**src/rtl/green_gpio_pkg.sv**
```systemverilog
// Shared definitions for the green-region GPIO sideband controller:
// CSR register indices, the identification constant and the address type.
package green_gpio_pkg;

  typedef logic [2:0] t_gpio_csr_addr;

  localparam t_gpio_csr_addr GPIO_OUT    = 3'd0;
  localparam t_gpio_csr_addr GPIO_OEN    = 3'd1;
  localparam t_gpio_csr_addr GPIO_IN     = 3'd2;
  localparam t_gpio_csr_addr GPIO_RISE   = 3'd3;
  localparam t_gpio_csr_addr GPIO_FALL   = 3'd4;
  localparam t_gpio_csr_addr GPIO_IRQ_EN = 3'd5;
  localparam t_gpio_csr_addr GPIO_DBNC   = 3'd6;
  localparam t_gpio_csr_addr GPIO_ID_IDX = 3'd7;

  // ASCII "GPI" in the upper three bytes of the ID register.
  localparam logic [23:0] GPIO_ID = 24'h47_50_49;

  // ID register word: identification constant with the pin count in [7:0].
  function automatic logic [31:0] gpio_id_word(input int num_gpio);
    return {GPIO_ID, 8'(num_gpio)};
  endfunction

endpackage

```
**src/rtl/gpio_debounce.sv**
```systemverilog
// Single-pin input path: 2-FF synchroniser, debounce counter, qualified
// stable level and one-cycle rise/fall pulses aligned with the edge on
// which the stable level changes.
module gpio_debounce
  import green_gpio_pkg::*;
#(
  parameter int DBNC_W = 16
) (
  input  logic              Clk_100,
  input  logic              SoftReset_n,
  input  logic              din,
  input  logic [DBNC_W-1:0] limit,
  output logic              stable,
  output logic              rise,
  output logic              fall
);

  localparam logic [DBNC_W-1:0] ONE = DBNC_W'(1);

  logic              r_sync1;
  logic              r_sync2;
  logic              r_stable;
  logic [DBNC_W-1:0] r_cnt;

  logic              w_bypass;
  logic              w_differ;
  logic              w_expire;
  logic              w_stable_nxt;
  logic [DBNC_W-1:0] w_cnt_nxt;

  assign w_bypass = (limit == '0);
  assign w_differ = (r_sync2 != r_stable);
  // ">=" rather than "==" so that lowering the limit below the running
  // count still qualifies the level on the very next edge.
  assign w_expire = (r_cnt >= (limit - ONE));

  // Next stable level and counter value from the current sample.
  always_comb begin
    w_stable_nxt = r_stable;
    w_cnt_nxt    = '0;
    if (w_bypass) begin
      w_stable_nxt = r_sync2;
    end else if (w_differ) begin
      if (w_expire) begin
        w_stable_nxt = r_sync2;
      end else begin
        w_cnt_nxt = r_cnt + ONE;
      end
    end
  end

  // Two-flop synchroniser on the raw asynchronous pin.
  always_ff @(posedge Clk_100 or negedge SoftReset_n) begin
    if (!SoftReset_n) begin
      r_sync1 <= 1'b0;
      r_sync2 <= 1'b0;
    end else begin
      r_sync1 <= din;
      r_sync2 <= r_sync1;
    end
  end

  // Debounce counter and qualified level.
  always_ff @(posedge Clk_100 or negedge SoftReset_n) begin
    if (!SoftReset_n) begin
      r_stable <= 1'b0;
      r_cnt    <= '0;
    end else begin
      r_stable <= w_stable_nxt;
      r_cnt    <= w_cnt_nxt;
    end
  end

  assign stable = r_stable;
  assign rise   = w_stable_nxt & ~r_stable;
  assign fall   = ~w_stable_nxt & r_stable;

endmodule

```
**src/rtl/green_gpio_ctrl.sv**
```systemverilog
// Register-programmable GPIO sideband controller on Clk_100: per-pin
// debounce, sticky edge flags, drive/output-enable registers and a level
// interrupt, accessed through a strobe-based CSR port.
//
// CSR port: csr_wr and csr_rd are single-cycle strobes with no back-pressure.
// A write lands on the edge where csr_wr is high. A read samples the register
// on the edge where csr_rd is high (before any same-edge write) and presents
// it on csr_rdata with csr_rvalid high for exactly one cycle afterwards;
// csr_rdata is 0 whenever csr_rvalid is 0.
module green_gpio_ctrl
  import green_gpio_pkg::*;
#(
  parameter int                NUM_GPIO = 10,
  parameter int                DBNC_W   = 16,
  parameter logic [DBNC_W-1:0] DBNC_RST = DBNC_W'(1000)
) (
  input  logic                Clk_100,
  input  logic                SoftReset_n,
  input  logic [NUM_GPIO-1:0] b2g_gpio,
  output logic [NUM_GPIO-1:0] g2b_gpio,
  output logic [NUM_GPIO-1:0] oen_gpio,
  input  logic                csr_wr,
  input  logic                csr_rd,
  input  t_gpio_csr_addr      csr_addr,
  input  logic [31:0]         csr_wdata,
  output logic [31:0]         csr_rdata,
  output logic                csr_rvalid,
  output logic                irq
);

  logic [NUM_GPIO-1:0] r_out;
  logic [NUM_GPIO-1:0] r_oen;
  logic [NUM_GPIO-1:0] r_rise;
  logic [NUM_GPIO-1:0] r_fall;
  logic [NUM_GPIO-1:0] r_irq_en;
  logic [DBNC_W-1:0]   r_dbnc;
  logic                r_irq;
  logic                r_rvalid;
  logic [31:0]         r_rdata;

  logic [NUM_GPIO-1:0] w_stable;
  logic [NUM_GPIO-1:0] w_rise;
  logic [NUM_GPIO-1:0] w_fall;
  logic [NUM_GPIO-1:0] w_wdata_n;
  logic [DBNC_W-1:0]   w_wdata_d;
  logic [NUM_GPIO-1:0] w_rise_clr;
  logic [NUM_GPIO-1:0] w_fall_clr;
  logic                w_wr_out;
  logic                w_wr_oen;
  logic                w_wr_rise;
  logic                w_wr_fall;
  logic                w_wr_irq_en;
  logic                w_wr_dbnc;
  logic [31:0]         w_rd_mux;
  logic                w_unused_wdata;

  // Bits above the pin count (or the debounce width) are dropped on write.
  assign w_wdata_n      = csr_wdata[NUM_GPIO-1:0];
  assign w_wdata_d      = csr_wdata[DBNC_W-1:0];
  assign w_unused_wdata = ^csr_wdata;

  assign w_wr_out    = csr_wr && (csr_addr == GPIO_OUT);
  assign w_wr_oen    = csr_wr && (csr_addr == GPIO_OEN);
  assign w_wr_rise   = csr_wr && (csr_addr == GPIO_RISE);
  assign w_wr_fall   = csr_wr && (csr_addr == GPIO_FALL);
  assign w_wr_irq_en = csr_wr && (csr_addr == GPIO_IRQ_EN);
  assign w_wr_dbnc   = csr_wr && (csr_addr == GPIO_DBNC);

  assign w_rise_clr = w_wr_rise ? w_wdata_n : '0;
  assign w_fall_clr = w_wr_fall ? w_wdata_n : '0;

  // One debounce channel per pin, all sharing the programmed limit.
  for (genvar g = 0; g < NUM_GPIO; g++) begin : g_pin
    gpio_debounce #(
      .DBNC_W (DBNC_W)
    ) u_dbnc (
      .Clk_100     (Clk_100),
      .SoftReset_n (SoftReset_n),
      .din         (b2g_gpio[g]),
      .limit       (r_dbnc),
      .stable      (w_stable[g]),
      .rise        (w_rise[g]),
      .fall        (w_fall[g])
    );
  end

  // Read-data selection; narrow registers are zero-extended.
  always_comb begin
    w_rd_mux = '0;
    case (csr_addr)
      GPIO_OUT:    w_rd_mux = 32'(r_out);
      GPIO_OEN:    w_rd_mux = 32'(r_oen);
      GPIO_IN:     w_rd_mux = 32'(w_stable);
      GPIO_RISE:   w_rd_mux = 32'(r_rise);
      GPIO_FALL:   w_rd_mux = 32'(r_fall);
      GPIO_IRQ_EN: w_rd_mux = 32'(r_irq_en);
      GPIO_DBNC:   w_rd_mux = 32'(r_dbnc);
      GPIO_ID_IDX: w_rd_mux = gpio_id_word(NUM_GPIO);
      default:     w_rd_mux = '0;
    endcase
  end

  // Plain read/write control registers.
  always_ff @(posedge Clk_100 or negedge SoftReset_n) begin
    if (!SoftReset_n) begin
      r_out    <= '0;
      r_oen    <= '0;
      r_irq_en <= '0;
      r_dbnc   <= DBNC_RST;
    end else begin
      if (w_wr_out)    r_out    <= w_wdata_n;
      if (w_wr_oen)    r_oen    <= w_wdata_n;
      if (w_wr_irq_en) r_irq_en <= w_wdata_n;
      if (w_wr_dbnc)   r_dbnc   <= w_wdata_d;
    end
  end

  // Sticky edge flags: write-one-to-clear, a new edge in the same cycle wins.
  always_ff @(posedge Clk_100 or negedge SoftReset_n) begin
    if (!SoftReset_n) begin
      r_rise <= '0;
      r_fall <= '0;
    end else begin
      r_rise <= (r_rise & ~w_rise_clr) | w_rise;
      r_fall <= (r_fall & ~w_fall_clr) | w_fall;
    end
  end

  // Level interrupt, registered from the current flag state.
  always_ff @(posedge Clk_100 or negedge SoftReset_n) begin
    if (!SoftReset_n) begin
      r_irq <= 1'b0;
    end else begin
      r_irq <= |((r_rise | r_fall) & r_irq_en);
    end
  end

  // Read response: one-cycle valid pulse, data forced to 0 when idle.
  always_ff @(posedge Clk_100 or negedge SoftReset_n) begin
    if (!SoftReset_n) begin
      r_rvalid <= 1'b0;
      r_rdata  <= '0;
    end else begin
      r_rvalid <= csr_rd;
      r_rdata  <= csr_rd ? w_rd_mux : '0;
    end
  end

  assign g2b_gpio   = r_out;
  assign oen_gpio   = r_oen;
  assign irq        = r_irq;
  assign csr_rvalid = r_rvalid;
  assign csr_rdata  = r_rdata;

endmodule

```
**config.mk**
```make
export PLATFORM = sky130hd
export DESIGN_NAME = green_gpio_ctrl
export DESIGN_NICKNAME = d
export VERILOG_FILES = /design/src/rtl/green_gpio_pkg.sv /design/src/rtl/gpio_debounce.sv /design/src/rtl/green_gpio_ctrl.sv
export SDC_FILE = /design/constraint.sdc
export NUM_CORES = 1
export LEC_CHECK = 0
export BUFFER_PORTS_ARGS = -buffer_cell sky130_fd_sc_hd__buf_2
export CAP_MARGIN = 10
export CORE_MARGIN = 2
export CORE_UTILIZATION = 59
export CTS_CLUSTER_DIAMETER = 150
export DETAILED_ROUTE_END_ITERATION = 8
export GPL_ROUTABILITY_DRIVEN = 0
export PLACE_DENSITY_LB_ADDON = 0.15
export SLEW_MARGIN = 20
export SYNTH_ARGS = -nofsm -noshare
export SYNTH_HDL_FRONTEND = slang
export SYNTH_SLANG_ARGS = --single-unit
```
**constraint.sdc**
```tcl
create_clock -name Clk_100 -period 11.3 [get_ports Clk_100]
set_input_delay 2.26 -clock Clk_100 [delete_from_list [all_inputs] [get_ports Clk_100]]
set_output_delay 2.26 -clock Clk_100 [all_outputs]
set_load 0.02 [all_outputs]
```
==> run_results.csv, run 1 <==
group,metric,value,unit
floorplanning,die_h,169,um
detailed_routing,via_per_inst,5.92,
clock_tree,clkSinkCount,275,
synth,syn-cell-area,0.0161,mm^2
timing,fin_setup_tns,0,ps
detailed_routing,drtIter0Drc,938,
final_layout,multi_input_area,0.00872,mm^2
grt,grt_pass1_wl,62500,um
synth,synthArstFlopShare,100,%
synth,syn_avg_cell_area,9.92,um^2
placement,numPortBuffers,76,
synth,synth_top_area_cell,"dfrtp_1",
timing,finalCritPeriodShare,46.5,%
detailed_routing,wl_per_cell,18.8,um
floorplanning,dieWidth,169,um
final_layout,n_fill_cell,2164,
clock_tree,htree_levels,1,
run,cap_viol_max_count,0,
final_layout,regArea,0.00689,mm^2
grt,grt_max_degree,123,
run_status,status,"complete, no violations",
grt,grt_pass1_vias,12042,
timing,max_freq,190,MHz
power_and_ir_drop,ir_drop,0.000129,V
final_layout,area_delta_synth_final,10.3,%
timing,worst_clock_skew,19.9,ps
clock_tree,numCtsBuffers,30,
clock_tree,path_clk_slew,60,ps
placement,dp_hpwl,27000,um
timing,worst_slew_margin_rel,27.8,%
detailed_routing,remaining_drc_errors,0,
synth,synth_cell_types,64,
synth,ys_ff_latch,275,
clock_tree,cts_hold_buf,0,
floorplanning,ioPinCount,103,
critical_path,crit_type,"reg -> reg",
detailed_routing,vias,12173,
min_path,min_path_type,"reg -> reg",
grt,overflow,0,
synth,synth_most_common_cell,"dfrtp_1",
floorplanning,initial_core_util,59.8,%
power_and_ir_drop,power_density,174,mW/mm^2
detailed_routing,drt-total-wl,38600,um
detailed_routing,ant_nets,0,
grt,grt_usage,27.5,%
clock_tree,clock_latency,570,ps
final_layout,design_area,0.0177,mm^2
timing,tightest_slew,1070,ps
final_layout,drive_gt1_share,12.4,%
synth,synth_top_area_share,41.9,%
critical_path,worstPathArrival,5730,ps
clock_tree,post_cts_buffers,0,
timing,rsz0062_at_grt,"false",
critical_path,required,11770,ps
floorplanning,rows,60,
final_layout,diodes,0,
timing,finalSetupViolCount,0,
clock_tree,cts_max_path_buffers,3,
detailed_routing,dr.pass1.iters,6,
synth,synth_common_cells,"dfrtp_1 (269), nor2_1 (229), ha_1 (151)",
critical_path,crit_fanout,15,
critical_path,crit_path_start_kind,"register",
synth,yosysSeqAreaShare,42.9,%
clock_tree,cts_tree,"built",
final_layout,fin_nets,1893,
timing,hold_violations,0,
timing,min_period,5250,ps
power_and_ir_drop,leakagePower,8.51,nW
grt,antenna_found_initial,0,
placement,placed_area,0.0167,mm^2
power_and_ir_drop,power.total,3.07,mW
synth,synthFlopType,"dfrtp_1",
floorplanning,core_area,0.0269,mm^2
floorplanning,die-area,0.0286,mm^2
timing,maxSlewViolCount,0,
synth,synth-edff-count,0,
clock_tree,cts-root-buf,"clkbuf_16",
synth,yosys_warnings,0,
clock_tree,ctsResizeCount,0,
critical_path,worstSetupEndpointType,"register",
synth,syn-instance-count,1620,
synth,synth_area_leaders,"dfrtp_1 (42%), ha_1 (12%), xor2_1 (5.6%)",
cell type report:
cell class,count,area share [%]
sequential,275,38.9
tap,341,2.41
clock inverter,12,0.756
inverter,45,0.954
multi-input combinational,1249,49.2
timing repair buffer,92,2.90
clock buffer,43,4.85
power by group:
part	internal [mW]	switching, mW	total [mW]
clock	0.574	0.403	0.977
combinational	0.316	0.533	0.849
sequential	1.11	0.139	1.25
total	2.00	1.08	3.07
critical path, cell delays in order (launching register included):
cell and delay [ps]:
dfrtp_1 460, inv_1 470, ha_1 490, xnor2_1 880
buf_4 380, ha_1 280, a21oi_1 130, o21ai_0 150
a31oi_1 220, a2111oi_0 100, a211oi_1 790, nand2_1 570
nor2_1 250
sequential cells by signal, indices dropped and copies added (netlist names):
register,flops
csr_rvalid,1
g_pin.u_dbnc.r_cnt,160
r_irq_en,10
irq,1
csr_rdata,17
g2b_gpio,10
g_pin.u_dbnc.r_sync2,10
g_pin.u_dbnc.r_sync1,10
r_dbnc,16
oen_gpio,10
r_fall,10
g_pin.u_dbnc.stable,10
r_rise,10
per-stage QoR:
step | worst slack, ps | hold WS [ps] | util, % | cells
after CTS | 6020 | 355 | 65.9 | 2057
after detailed placement | 6060 | 340 | 62.2 | 2002
final | 6050 | 352 | 65.9 | 2057
after global placement | 6170 | 334 | 62.2 | 2001
after floorplan | 7440 | 331 | - | 1629
after global routing | 5760 | 363 | 65.9 | 2057
cell families after synthesis:
kind of cell / synth area share [%]
flip-flops: 42.9
adder cells (fa/ha/maj): 11.9
buffers and inverters: 3.19
AND/OR/NAND/NOR: 17.4
AO/OA/AOI/OAI: 10.3
multiplexers: 4.70
other: 0.0233
XOR/XNOR: 9.63
cell usage in the layout, fill, tap and decap left out, types with 51 or more instances in the layout:
cell / n
nand3_1: 70
dfrtp_1: 269
xor2_1: 102
buf_2: 75
nor2_1: 229
ha_1: 151
o21ai_0: 75
xnor2_1: 66
a21oi_1: 51
nand2_1: 132
path summary, 6_finish.rpt:
check / end / start / cells after the start / slack (ps)
max in group asynchronous: g_pin[3].u_dbnc.r_cnt[15] / SoftReset_n / 2 / 7990
min in group asynchronous: g_pin[1].u_dbnc.r_cnt[4] / SoftReset_n / 1 / 1800
max reg2reg: g_pin[0].u_dbnc.r_cnt[13] / r_dbnc[0] / 12 / 6050
max: g_pin[0].u_dbnc.r_cnt[13] / r_dbnc[0] / 12 / 6050
min reg2reg: g_pin[9].u_dbnc.r_sync2 / g_pin[9].u_dbnc.r_sync1 / 0 / 350
min: g_pin[9].u_dbnc.r_sync2 / g_pin[9].u_dbnc.r_sync1 / 0 / 350
layer usage:
| layer | vias to the layer above | GRT usage, % | part of all wire [%] |
|---|---|---|---|
| li1 | 5818 | - | - |
| met1 | 5927 | 39.1 | 46 |
| met2 | 331 | 42.4 | 45 |
| met3 | 97 | 4.16 | 5.8 |
| met4 | 0 | 10.9 | 4.1 |
| met5 | - | 0 | 0 |
(Power assumes the default switching activity.)
==> run 2: changes to the inputs <==
- clock period: 11.3 -> 5.2 ns (I/O delays scaled with it)
==> run_results.csv, run 2 (same netlist as run 1, synthesis figures left out) <==
group,metric,value,unit
detailed_routing,remaining_drc_errors,0,
final_layout,drive_gt1_share,13.3,%
detailed_routing,vias,12175,
floorplanning,die-area,0.0286,mm^2
placement,pre_cts_slack,791,ps
clock_tree,cts_tree,"built",
grt,antenna_found_initial,0,
final_layout,fin_cells,2068,
grt,grt_usage,27.8,%
timing,max_freq,225,MHz
floorplanning,dieWidth,169,um
run,cap_viol_max_count,0,
critical_path,crit_type,"reg -> reg",
detailed_routing,dr.pass1.iters,7,
critical_path,crit_fanout,10,
clock_tree,ctsResizeCount,0,
power_and_ir_drop,power.total,6.78,mW
timing,rsz0062_at_grt,"false",
final_layout,fin_nets,1904,
timing,worst_clock_skew,18.1,ps
detailed_routing,drt-total-wl,38800,um
critical_path,crit_path_start_kind,"register",
placement,numPortBuffers,76,
clock_tree,cts-root-buf,"clkbuf_16",
clock_tree,htree_levels,1,
clock_tree,clock_latency,570,ps
timing,finalSetupViolCount,0,
detailed_routing,drtIter0Drc,845,
min_path,min_path_type,"reg -> reg",
clock_tree,clkSinkCount,275,
timing,finalCritPeriodShare,85.4,%
floorplanning,core_area,0.0269,mm^2
grt,grt_pass1_wl,63200,um
power_and_ir_drop,ir_drop,0.000312,V
detailed_routing,via_per_inst,5.89,
critical_path,worstSetupEndpointType,"register",
clock_tree,path_clk_slew,60,ps
clock_tree,cts_hold_buf,0,
final_layout,diodes,0,
final_layout,mostFrequentLayoutCells,"dfrtp_1 (269), nor2_1 (229), ha_1 (151)",
floorplanning,ioPinCount,103,
power_and_ir_drop,power_density,380,mW/mm^2
critical_path,required,5650,ps
timing,tightest_slew,1050,ps
placement,placed_area,0.0168,mm^2
floorplanning,initial_core_util,59.8,%
clock_tree,cts_max_path_buffers,3,
final_layout,utilization,66.3,%
timing,setup_slack,757,ps
detailed_routing,ant_nets,0,
grt,grt_max_degree,100,
clock_tree,numCtsBuffers,29,
final_layout,final_common_cell,"dfrtp_1",
grt,grt_pass1_vias,12158,
detailed_routing,wl_per_cell,18.8,um
final_layout,area_delta_synth_final,10.9,%
floorplanning,die_h,169,um
timing,fin_setup_tns,0,ps
timing,hold_slack,348,ps
timing,min_period,4440,ps
floorplanning,rows,60,
final_layout,top_register,"g_pin.u_dbnc.r_cnt",
grt,overflow,0,
placement,dp_hpwl,27800,um
placement,dpl.cell_count,2013,
critical_path,worstPathArrival,4890,ps
timing,maxSlewViolCount,0,
timing,worst_slew_margin_rel,29.5,%
timing,hold_violations,0,
run_status,status,"complete, no violations",
clock_tree,post_cts_buffers,0,
power_and_ir_drop,leakagePower,8.59,nW
final_layout,design_area,0.0178,mm^2
final_layout,largest_register_ffs,160,
## run 2: cell count changes in the layout (fill, tap and decap cells not counted), sizes merged
cell / before / now
clkinv: 9 / 13
inv: 44 / 45
buf: 92 / 104
bufinv: 2 / 4
clkbuf: 43 / 35
## run 2: path summary, 6_finish.rpt
path                                         startpoint                        to  slack (ps)  cells past startpoint
worst max-delay path                          r_dbnc[2]                 r_fall[8]         760                     13
worst min-delay path            g_pin[4].u_dbnc.r_sync1   g_pin[4].u_dbnc.r_sync2         350                      0
worst max register to register                r_dbnc[2]                 r_fall[8]         760                     13
worst min register to register  g_pin[4].u_dbnc.r_sync1   g_pin[4].u_dbnc.r_sync2         350                      0
max in group asynchronous                   SoftReset_n  g_pin[9].u_dbnc.r_cnt[3]        3470                      2
min in group asynchronous                   SoftReset_n  g_pin[1].u_dbnc.r_cnt[0]         500                      1
## run 2: worst max-delay path, cell delays in order, from the launching register on
cell	delay (ps)
dfrtp_1	520
nor4_4	520
nand2_1	200
nor2_1	120
nand3_1	90
xor2_1	510
buf_4	290
ha_1	260
and4_1	220
o211ai_1	90
a221oi_1	80
a2111oi_0	670
nand3_1	370
a32o_1	360
## run 2: area by class of cell
| type | instances | area (um^2) |
|---|---|---|
| multi-input cells | 1249 | 8710 |
| repair buffers | 104 | 613 |
| flip-flops and latches | 275 | 6890 |
| clock buffers | 35 | 808 |
| inverters | 45 | 169 |
| well taps | 341 | 427 |
| clock inverters | 19 | 208 |
| fillers | 2202 | 9050 |
## run 2: where the power goes
| group | total (mW) | switching (mW) | internal (mW) |
|---|---|---|---|
| logic | 1.88 | 1.17 | 0.710 |
| clock network | 2.19 | 0.891 | 1.30 |
| registers | 2.71 | 0.296 | 2.41 |
| total | 6.78 | 2.36 | 4.42 |
## run 2: per-layer routing
layer | wire length, um | GRT usage, % | vias up | part of all wire, %
met1 | 17700 | 39.1 | 6004 | 46
met4 | 1280 | 8.88 | 0 | 3.3
li1 | - | - | 5826 | -
met5 | 0 | 0 | - | 0
met3 | 1870 | 3.93 | 72 | 4.8
met2 | 18000 | 44.9 | 273 | 46
==> run 3: changes to the inputs <==
- RECOVER_POWER: not set -> 25
==> run_results.csv, run 3 (same netlist as run 1, synthesis figures left out) <==
group,metric,value,unit
timing,worst_clock_skew,17.0,ps
placement,pre_cts_slack,791,ps
placement,dpl.cell_count,2013,
detailed_routing,vias,12229,
power_and_ir_drop,power_density,381,mW/mm^2
timing,fin_setup_tns,0,ps
final_layout,fin_nets,1904,
clock_tree,clkSinkCount,275,
final_layout,top_register,"g_pin.u_dbnc.r_cnt",
clock_tree,htree_levels,1,
run_status,status,"finished with violations",
timing,min_period,4450,ps
final_layout,mostFrequentLayoutCells,"dfrtp_1 (269), nor2_1 (229), ha_1 (151)",
grt,grt_max_degree,100,
timing,finalSetupViolCount,0,
timing,hold_violations,0,
clock_tree,cts_hold_buf,0,
placement,numPortBuffers,76,
final_layout,drive_gt1_share,13.1,%
floorplanning,rows,60,
critical_path,crit_type,"reg -> reg",
critical_path,worstPathArrival,4900,ps
grt,grt_usage,27.8,%
floorplanning,ioPinCount,103,
clock_tree,post_cts_buffers,0,
clock_tree,numCtsBuffers,29,
run_status,violations,"max-capacitance violations, max-slew violations",
grt,overflow,0,
floorplanning,dieWidth,169,um
critical_path,crit_fanout,10,
timing,max_freq,225,MHz
clock_tree,ctsResizeCount,0,
floorplanning,die_h,169,um
run,cap_viol_max_count,2,
grt,grt_pass1_vias,12158,
power_and_ir_drop,ir_drop,0.000312,V
placement,dp_hpwl,27800,um
grt,antenna_found_initial,0,
clock_tree,clock_latency,570,ps
timing,rsz0062_at_grt,"false",
timing,hold_slack,348,ps
timing,worst_slew_margin_rel,-74.4,%
power_and_ir_drop,leakagePower,8.58,nW
critical_path,crit_path_start_kind,"register",
critical_path,ff2ff_setup_slack,750,ps
clock_tree,path_clk_slew,60,ps
critical_path,required,5650,ps
floorplanning,die-area,0.0286,mm^2
detailed_routing,via_per_inst,5.91,
clock_tree,cts-root-buf,"clkbuf_16",
final_layout,largest_register_ffs,160,
timing,maxSlewViolCount,99,
detailed_routing,drt-total-wl,38900,um
timing,finalCritPeriodShare,85.6,%
final_layout,diodes,0,
detailed_routing,remaining_drc_errors,0,
critical_path,worstSetupEndpointType,"register",
final_layout,final_common_cell,"dfrtp_1",
detailed_routing,wl_per_cell,18.8,um
clock_tree,cts_tree,"built",
floorplanning,initial_core_util,59.8,%
clock_tree,cts_max_path_buffers,3,
detailed_routing,ant_nets,0,
detailed_routing,drtIter0Drc,845,
timing,setup_slack,751,ps
detailed_routing,dr.pass1.iters,5,
final_layout,area_delta_synth_final,10.9,%
grt,grt_pass1_wl,63200,um
final_layout,fin_cells,2068,
timing,tightest_slew,2620,ps
min_path,min_path_type,"reg -> reg",
floorplanning,core_area,0.0269,mm^2
## run 3: cell count changes in the layout (fill, tap and decap cells not counted), sizes merged
| cell | delta |
|---|---|
| buf | -3 |
| clkbuf | +3 |
## run 3: routing by layer
metal	vias up	part of all wire, %	track usage, %
met5	-	0	0
met2	295	46	44.9
li1	5825	-	-
met1	6037	46	39.1
met4	0	3.3	8.88
met3	72	4.8	3.93
## run 3: per-stage QoR
stage | area [um^2] | total power, mW | utilization (%)
6_report | 17800 | 6.78 | 66.3
5_1_grt | 17800 | 7.18 | 66.3
4_1_cts | 17800 | 6.82 | 66.3
3_5_place_dp | 16800 | 4.60 | 62.5
3_3_place_gp | 16800 | 4.51 | 62.5
2_1_floorplan | 16100 | 3.92 | -
## run 3: area by class of cell
cell class,instances,area [um^2]
fill,2205,9070
multi-input combinational,1249,8710
timing repair buffer,104,601
clock inverter,19,208
clock buffer,35,808
tap,341,427
sequential,275,6890
inverter,45,169
## run 3: worst max-delay path: stages, from the launching register on
cell,delay (ps)
dfrtp_1,520
nor4_4,530
nand2_1,200
nor2_1,120
nand3_1,90
xor2_1,510
buf_4,300
ha_1,260
and4_1,230
o211ai_1,90
a221oi_1,80
a2111oi_0,670
nand3_1,370
a32o_1,360
## run 3: worst paths after layout
check,start,endpoint,cells past startpoint
worst max-delay path,r_dbnc[2],r_fall[8],13
worst min-delay path,g_pin[4].u_dbnc.r_sync1,g_pin[4].u_dbnc.r_sync2,0
worst max register to register,r_dbnc[2],r_fall[8],13
worst min register to register,g_pin[4].u_dbnc.r_sync1,g_pin[4].u_dbnc.r_sync2,0
max in group asynchronous,SoftReset_n,g_pin[9].u_dbnc.r_cnt[3],2
min in group asynchronous,SoftReset_n,g_pin[1].u_dbnc.r_cnt[0],1
## run 3: power by group
group | internal, mW | switching, mW
registers | 2.41 | 0.296
logic | 0.709 | 1.17
clock network | 1.30 | 0.893
total | 4.42 | 2.36
